File: src/rtl/pipe_rca_pkg.sv
// Shared definitions for the pipelined ripple-carry adder.
// Provides the default operand width and chunk size, the stage-count
// derivation used by the top level, and the single-bit full-adder
// helper used to build each ripple-carry chunk.
package pipe_rca_pkg;

    localparam int DEF_WIDTH = 16;
    localparam int DEF_CHUNK = 4;

    // Number of pipeline stages for a given operand width and chunk size.
    function automatic int calc_stages(input int width, input int chunk);
        return width / chunk;
    endfunction

    // One full adder: returns {carry_out, sum_bit}.
    function automatic logic [1:0] full_add(input logic x, input logic y, input logic ci);
        return {(x & y) | (x & ci) | (y & ci), x ^ y ^ ci};
    endfunction

endpackage

File: src/rtl/pipe_rca_chunk.sv
// rca_chunk: combinational CHUNK-bit ripple-carry adder built from a chain
// of full adders.
// Ports:
//   a, b   [CHUNK-1:0]  addend chunks
//   cin                 carry into bit 0
//   sum    [CHUNK-1:0]  chunk sum
//   cout                carry out of the chunk MSB
//   c_msb               carry into the chunk MSB (used for signed overflow)
module rca_chunk
    import pipe_rca_pkg::*;
#(
    parameter int CHUNK = DEF_CHUNK
) (
    input  logic [CHUNK-1:0] a,
    input  logic [CHUNK-1:0] b,
    input  logic             cin,
    output logic [CHUNK-1:0] sum,
    output logic             cout,
    output logic             c_msb
);

    logic [CHUNK:0] carry_s;

    // Ripple the carry through one full adder per bit.
    always_comb begin
        carry_s    = '0;
        sum        = '0;
        carry_s[0] = cin;
        for (int i = 0; i < CHUNK; i++) begin
            {carry_s[i+1], sum[i]} = full_add(a[i], b[i], carry_s[i]);
        end
    end

    assign cout  = carry_s[CHUNK];
    assign c_msb = carry_s[CHUNK-1];

endmodule

File: src/rtl/pipe_rca.sv
// pipe_rca: pipelined ripple-carry adder/subtractor with valid/ready
// handshakes on both sides. Stage k adds operand chunk k using the carry
// registered by stage k-1; upper operand chunks not yet added and lower
// sum chunks already produced travel forward alongside each stage.
// Ports:
//   clk, rst_n          clock, asynchronous active-low reset
//   in_valid/in_ready   operand handshake (in_ready independent of in_valid)
//   a, b [WIDTH-1:0]    operands
//   cin                 carry-in (ignored for subtraction)
//   sub                 1 = a - b, 0 = a + b + cin
//   out_valid/out_ready result handshake
//   sum [WIDTH-1:0]     result, cout carry out of MSB, ovf signed overflow
module pipe_rca
    import pipe_rca_pkg::*;
#(
    parameter int WIDTH = DEF_WIDTH,
    parameter int CHUNK = DEF_CHUNK
) (
    input  logic             clk,
    input  logic             rst_n,
    input  logic             in_valid,
    output logic             in_ready,
    input  logic [WIDTH-1:0] a,
    input  logic [WIDTH-1:0] b,
    input  logic             cin,
    input  logic             sub,
    output logic             out_valid,
    input  logic             out_ready,
    output logic [WIDTH-1:0] sum,
    output logic             cout,
    output logic             ovf
);

    localparam int STAGES = calc_stages(WIDTH, CHUNK);

    logic [STAGES-1:0] valid_s;
    logic [STAGES-1:0] adv_s;
    logic [WIDTH-1:0]  b_eff_s;

    // Subtraction is folded in at acceptance so in-flight data never sees sub.
    assign b_eff_s  = sub ? ~b : b;
    assign in_ready = adv_s[0];

    // Backpressure chain: a stage moves when it is empty or its successor moves.
    always_comb begin
        adv_s           = '0;
        adv_s[STAGES-1] = !valid_s[STAGES-1] || out_ready;
        for (int k = STAGES - 2; k >= 0; k--) begin
            adv_s[k] = !valid_s[k] || adv_s[k+1];
        end
    end

    for (genvar k = 0; k < STAGES; k++) begin : g_stage
        localparam int SW  = (k + 1) * CHUNK;   // sum bits produced so far
        localparam int OPW = WIDTH - SW;        // operand bits still to add

        logic             valid_r;
        logic             carry_r;
        logic [SW-1:0]    sum_r;
        logic [SW-1:0]    sum_nxt_s;
        logic [CHUNK-1:0] ca_s;
        logic [CHUNK-1:0] cb_s;
        logic [CHUNK-1:0] cs_s;
        logic             ci_s;
        logic             co_s;
        logic             cm_s;
        logic             v_in_s;

        if (k == 0) begin : g_src
            assign ca_s      = a[CHUNK-1:0];
            assign cb_s      = b_eff_s[CHUNK-1:0];
            assign ci_s      = sub ? 1'b1 : cin;
            assign v_in_s    = in_valid;
            assign sum_nxt_s = cs_s;
        end else begin : g_src
            assign ca_s      = g_stage[k-1].g_ops.a_r[CHUNK-1:0];
            assign cb_s      = g_stage[k-1].g_ops.b_r[CHUNK-1:0];
            assign ci_s      = g_stage[k-1].carry_r;
            assign v_in_s    = valid_s[k-1];
            assign sum_nxt_s = {cs_s, g_stage[k-1].sum_r};
        end

        rca_chunk #(
            .CHUNK (CHUNK)
        ) u_rca (
            .a     (ca_s),
            .b     (cb_s),
            .cin   (ci_s),
            .sum   (cs_s),
            .cout  (co_s),
            .c_msb (cm_s)
        );

        assign valid_s[k] = valid_r;

        // Stage valid, accumulated sum and outgoing carry.
        always_ff @(posedge clk or negedge rst_n) begin
            if (!rst_n) begin
                valid_r <= 1'b0;
                carry_r <= 1'b0;
                sum_r   <= '0;
            end else if (adv_s[k]) begin
                valid_r <= v_in_s;
                if (v_in_s) begin
                    carry_r <= co_s;
                    sum_r   <= sum_nxt_s;
                end
            end
        end

        if (k < STAGES - 1) begin : g_ops
            logic [OPW-1:0] a_r;
            logic [OPW-1:0] b_r;
            logic [OPW-1:0] a_hi_s;
            logic [OPW-1:0] b_hi_s;

            if (k == 0) begin : g_hi
                assign a_hi_s = a[WIDTH-1:CHUNK];
                assign b_hi_s = b_eff_s[WIDTH-1:CHUNK];
            end else begin : g_hi
                assign a_hi_s = g_stage[k-1].g_ops.a_r[OPW+CHUNK-1:CHUNK];
                assign b_hi_s = g_stage[k-1].g_ops.b_r[OPW+CHUNK-1:CHUNK];
            end

            // Skew register for the operand chunks later stages still need.
            always_ff @(posedge clk or negedge rst_n) begin
                if (!rst_n) begin
                    a_r <= '0;
                    b_r <= '0;
                end else if (adv_s[k] && v_in_s) begin
                    a_r <= a_hi_s;
                    b_r <= b_hi_s;
                end
            end
        end

        if (k == STAGES - 1) begin : g_out
            logic ovf_r;

            // Signed overflow: carry into the MSB differs from carry out of it.
            always_ff @(posedge clk or negedge rst_n) begin
                if (!rst_n) begin
                    ovf_r <= 1'b0;
                end else if (adv_s[k] && v_in_s) begin
                    ovf_r <= co_s ^ cm_s;
                end
            end

            assign out_valid = valid_r;
            assign sum       = sum_r;
            assign cout      = carry_r;
            assign ovf       = ovf_r;
        end else begin : g_out
            // Only the final chunk's MSB carry matters for overflow.
            logic unused_cm_s;
            assign unused_cm_s = cm_s;
        end
    end

endmodule

File: config.mk
export PLATFORM = sky130hd
export DESIGN_NAME = pipe_rca
export DESIGN_NICKNAME = d
export VERILOG_FILES = /design/src/rtl/pipe_rca_pkg.sv /design/src/rtl/pipe_rca_chunk.sv /design/src/rtl/pipe_rca.sv
export SDC_FILE = /design/constraint.sdc
export NUM_CORES = 1
export LEC_CHECK = 0
export ABC_AREA = 1
export BUFFER_PORTS_ARGS = -buffer_cell sky130_fd_sc_hd__buf_2
export CAP_MARGIN = 10
export CORE_ASPECT_RATIO = 1.1
export CORE_MARGIN = 1.5
export CORE_UTILIZATION = 45
export DETAILED_ROUTE_END_ITERATION = 10
export PLACE_DENSITY = 0.76
export SETUP_SLACK_MARGIN = 0.05
export SYNTH_ARGS = -nofsm -noshare
export SYNTH_HDL_FRONTEND = slang
export SYNTH_SLANG_ARGS = --single-unit
File: constraint.sdc
create_clock -name clk -period 3.8 [get_ports clk]
set_input_delay 0.76 -clock clk [delete_from_list [all_inputs] [get_ports clk]]
set_output_delay 0.76 -clock clk [all_outputs]
set_load 0.01 [all_outputs]
# Word-level counts from Yosys, hierarchy flattened
# Index checks and enable logic that the tools add are counted.
# W data, S select, Z words.
# op_classes
n_reduce_logical,16
n_bitwise,114
muxes,2
# ops
op,n
$and A1 B1 Y1,48
$xor A1 B1 Y1,33
$or A1 B1 Y1,32
$mux W16,1
$not A16 Y16,1
$reduce_and A2 Y1,4
$logic_and A1 B1 Y1,4
$logic_not A1 Y1,4
$logic_or A1 B1 Y1,4
$mux W1,1
# word_totals
reg_bits,97
wordCells,151

# Longest topological paths before layout
# logic_depth
word_depth,14
mapped_depth,11
ltp_nobuf,9

# Modules after synthesis
# Synthesis repeated with hierarchy kept, for this count alone.
# hier_totals
cells_unflattened,479
area_unflattened_um2,4443.0
# by_module_without_submodules
mod,area_per_inst_um2,n_inst,seq_area_each_um2,cells_each
pipe_rca,3972.6,1,2427.3,423
rca_chunk,117.6,4,0.0,14

# Worst setup path before layout
# No wires, ideal clock.
# synth_path
path_type,input-to-reg
from,input sub
to,register g_stage[0].sum_r[3]
t_required_ps,3683
slack_ps,785
path_stages,11
t_arrival_ps,2899
cell_sequence,buf_2 -> buf_4 -> xor2_1 -> fa_1 -> inv_1 -> fa_1 -> fa_1 -> inv_1 -> fa_1 -> nand3_1 -> nand2_1
# synth_between
elab_chain_len,11
elab_cells_between_ends,19
cone_classes,mux: 2; bitwise: 17
# synth_rtl
item,line,source
"start, declared",pipe_rca.sv:26,"input logic sub,"
$mux W16 / $mux W1 (equally long branches),"pipe_rca.sv:41, pipe_rca.sv:72",
$and A1 B1 Y1,pipe_rca_pkg.sv:17,"return {(x & y) | (x & ci) | (y & ci), x ^ y ^ ci};"
$or A1 B1 Y1 (2 in series),pipe_rca_pkg.sv:17,
$and A1 B1 Y1,pipe_rca_pkg.sv:17,
$or A1 B1 Y1 (2 in series),pipe_rca_pkg.sv:17,
$and A1 B1 Y1,pipe_rca_pkg.sv:17,
$or A1 B1 Y1 (2 in series),pipe_rca_pkg.sv:17,
$xor A1 B1 Y1 *,pipe_rca_pkg.sv:17,
net g_stage[0].cs_s[3],pipe_rca.sv:63,logic [CHUNK-1:0] cs_s;
"end signal, assigned",pipe_rca.sv:106,sum_r <= sum_nxt_s;
"end, declared",pipe_rca.sv:59,logic [SW-1:0] sum_r;
# Mark *: on every way through the listed nets, which the timed path passes. The rest lies on a longest branch.
# A chain may end at the register's enable or synchronous reset.

# Final worst setup path
# Ends and elaborated chain as after synthesis.

==> impl_metrics.env <==
export IMPL_syn_inst=453
export IMPL_finalSetupViolations=0
export IMPL_place_congestion=0.7779
export IMPL_cp_arrival_ns=2.97
export IMPL_clock_sinks=97
export IMPL_worst_setup_path_type="in -> reg"
export IMPL_pin_count=58
export IMPL_hold_viol_final=0
export IMPL_crit_start="sub"
export IMPL_synth_cell_types=22
export IMPL_r2r_cells=8
export IMPL_ys_seq_elements=97
export IMPL_coreArea_mm2=0.009305
export IMPL_clkTransAtPathRegs_ns=0.08
export IMPL_dp_hpwl_um=4939
export IMPL_wirelength_um=7111
export IMPL_synth_fp_nets=507
export IMPL_cts_setup_buffers=0
export IMPL_met3RoutedLength_um=334
export IMPL_num_antenna_cells=0
export IMPL_ys_seq_area_frac=0.5676
export IMPL_yosys_area_top_type="dfrtp_1"
export IMPL_rsz0062_at_grt="false"
export IMPL_die_h_um=105.2
export IMPL_grt_max_degree=98
export IMPL_num_rows=37
export IMPL_cpMostUsedCell="fa_1"
export IMPL_synthTopCellsByArea="dfrtp_1 57%, nand2_1 13%, fa_1 7.5%"
export IMPL_ys_warn_count=0
export IMPL_worstSkewPairLatency_ns=0.36
export IMPL_status="completed"
export IMPL_period_share=0.7169
export IMPL_p_per_area_mw_per_mm2=706.5
export IMPL_syn_area_per_cell_um2=9.441
export IMPL_num_vias=2898
export IMPL_drc=0
export IMPL_syn_area_mm2=0.004277
export IMPL_die_area_mm2=0.01010
export IMPL_hp_class="in -> async"
export IMPL_critPathMaxStageDelay_ns=0.41
export IMPL_root_buffer="clkbuf_8"
export IMPL_wl_per_cell_um=11.43
export IMPL_synth_top_cell_area_share=0.5676
export IMPL_required_ns=4.05
export IMPL_critPathMaxFanout=17
export IMPL_drv_cap=0
export IMPL_max_slew_worst_pin_slew_ns=1.066
export IMPL_initialDrtViolationCount=140
export IMPL_viasPerCell=4.659
export IMPL_grt_first_pass_wirelength_um=13130
export IMPL_die_width_um=95.95
export IMPL_grt_use_total=0.1668
export IMPL_maxUsedRoutingLayer="met4"
export IMPL_portBuffers=57
export IMPL_dr_pass1_iters=4
export IMPL_layout_cells_non_filler=622
export IMPL_p_leak_nw=2.583
export IMPL_startpoint_type="input pin"
export IMPL_endpoint_kind="register"
export IMPL_grt_pass1_vias=2984
export IMPL_final_layout_size_suffix_gt1_frac=0.1624
export IMPL_cts_tree="built"
export IMPL_antenna_found_initial=0
export IMPL_ant_nets=0
export IMPL_overflow=0
export IMPL_finalSetupTns_ns=0
export IMPL_wl_met1_um=3499
export IMPL_wl_met2_um=3088
export IMPL_area_growth_pct=13.22
export IMPL_clock_skew_ns=0.007149
export IMPL_worstPathCellList="buf_2, xor2_1, fa_1, inv_1, fa_1, fa_1, inv_1, fa_1, nand3_1, nand2_1"
export IMPL_cts_buffers=9
export IMPL_ctsResizeCount=0
export IMPL_fin_nets=554
export IMPL_vdd_drop_max_v=0.0002368
export IMPL_r2r_start="g_stage[2].g_ops.a_r[0]$_DFFE_PN0P_"
export IMPL_clk_path_buf_depth=2
export IMPL_period_minus_slack_ns=2.724
export IMPL_fmax_mhz=367.1
export IMPL_cp_slowest_cell="fa_1"
export IMPL_maxSlewHeadroom=0.2874
export IMPL_dp_cells=605
export IMPL_slew_violations=0
export IMPL_cts_max_level=3
export IMPL_floorplan_initialDensity=0.4596
export IMPL_cts_hold_buf=0
## where the power goes
part           leakage [nW]  internal (W)  total, W  switching (W)
Sequential             1.18       0.00143   0.00163       0.000206
Combinational          1.30      0.000436   0.00112       0.000679
Clock                 0.103      0.000340  0.000674       0.000334
Total                  2.58       0.00220   0.00342        0.00122
## kinds of logic after synthesis
family,share of synthesized area
AND/OR/NAND/NOR,0.2174
flip-flops,0.5676
buffers and inverters,0.06437
AO/OA/AOI/OAI,0.04096
XOR/XNOR,0.03482
adder cells (fa/ha/maj),0.07490
## cell type report
cell class,instances,area (um^2)
Sequential cell,97,2427
Clock inverter,4,51.30
Fill cell,889,4463
Tap cell,117,146.4
Multi-Input combinational cell,291,1574
Timing Repair Buffer,61,337.8
Inverter,40,150.1
Clock buffer,12,155.1
## flip-flops by register name, summed over array words and instances (netlist names)
| signal | count |
|---|---|
| g_stage.g_ops.a_r | 24 |
| g_stage.g_ops.b_r | 24 |
| g_stage.sum_r | 24 |
| sum | 16 |
| g_stage.carry_r | 3 |
| g_stage.valid_r | 3 |
| cout | 1 |
| out_valid | 1 |
| ovf | 1 |
## critical path, delay by kind of cell
| kind | cells | cell delay (ns) |
|---|---|---|
| xor gates and xnor gates | 1 | 0.23 |
| adders and majority gates | 4 | 1.34 |
| buffers and inverters | 3 | 0.48 |
| and+or+nand+nor | 2 | 0.15 |
## layout by cell type, fill, tap and decap left out, drive strengths merged
| cell type | count |
|---|---|
| o21ai | 21 |
| nor2 | 16 |
| clkinvlp | 1 |
| nand2 | 149 |
| or2 | 1 |
| clkinv | 2 |
| nand3 | 56 |
| a21oi | 14 |
| inv | 40 |
| fa | 16 |
| bufinv | 1 |
| clkbuf | 12 |
| xor2 | 15 |
| dfrtp | 97 |
| nand4 | 1 |
| xnor2 | 2 |
| buf | 61 |
## Yosys cell counts
cell type	number
nor2_2	1
or2_2	1
nor2_4	1
a21oi_1	14
nand2_2	1
inv_2	1
buf_2	10
buf_4	5
nand4_1	1
clkbuf_1	8
nor2_1	14
inv_1	39
o21ai_0	7
nand3_1	55
nand2_1	148
xor2_1	15
o21ai_1	14
buf_1	2
nand3_2	1
xnor2_1	2
fa_1	16
dfrtp_1	97
## per-stage QoR
| step | util | setup slack, ns | area (um^2) | hold slack (ns) | total power [W] |
|---|---|---|---|---|---|
| 4_1_cts | 0.5174 | 1.063 | 4815 | 0.4806 | 0.003470 |
| 3_3_place_gp | 0.4952 | 0.7561 | 4608 | 0.4553 | 0.002726 |
| 2_1_floorplan | - | 0.7845 | 4277 | 0.4419 | 0.002457 |
| 6_report | 0.5204 | 1.076 | 4842 | 0.3376 | 0.003421 |
| 3_5_place_dp | 0.4952 | 0.6646 | 4608 | 0.4598 | 0.002788 |
| 5_1_grt | 0.5204 | 0.9092 | 4842 | 0.3611 | 0.003746 |
## metal layers
metal,vias up,global-route usage
met4,0,0.07983
met5,-,0
met1,1314,0.2267
met2,69,0.2601
met3,13,0.02670
li1,1502,-
## final timing paths
kind                            slack, ns                                  end
worst max-delay path                 1.08      g_stage[0].sum_r[3]$_DFFE_PN0P_
max in group asynchronous            2.83      g_stage[1].sum_r[3]$_DFFE_PN0P_
worst min register to register       0.48  g_stage[0].g_ops.b_r[9]$_DFFE_PN0P_
worst min-delay path                 0.34       g_stage[0].valid_r$_DFFE_PN0N_
min in group clk                     0.48  g_stage[0].g_ops.b_r[9]$_DFFE_PN0P_
worst max register to register       1.59                  sum[15]$_DFFE_PN0P_
(Power assumes the default switching activity.)
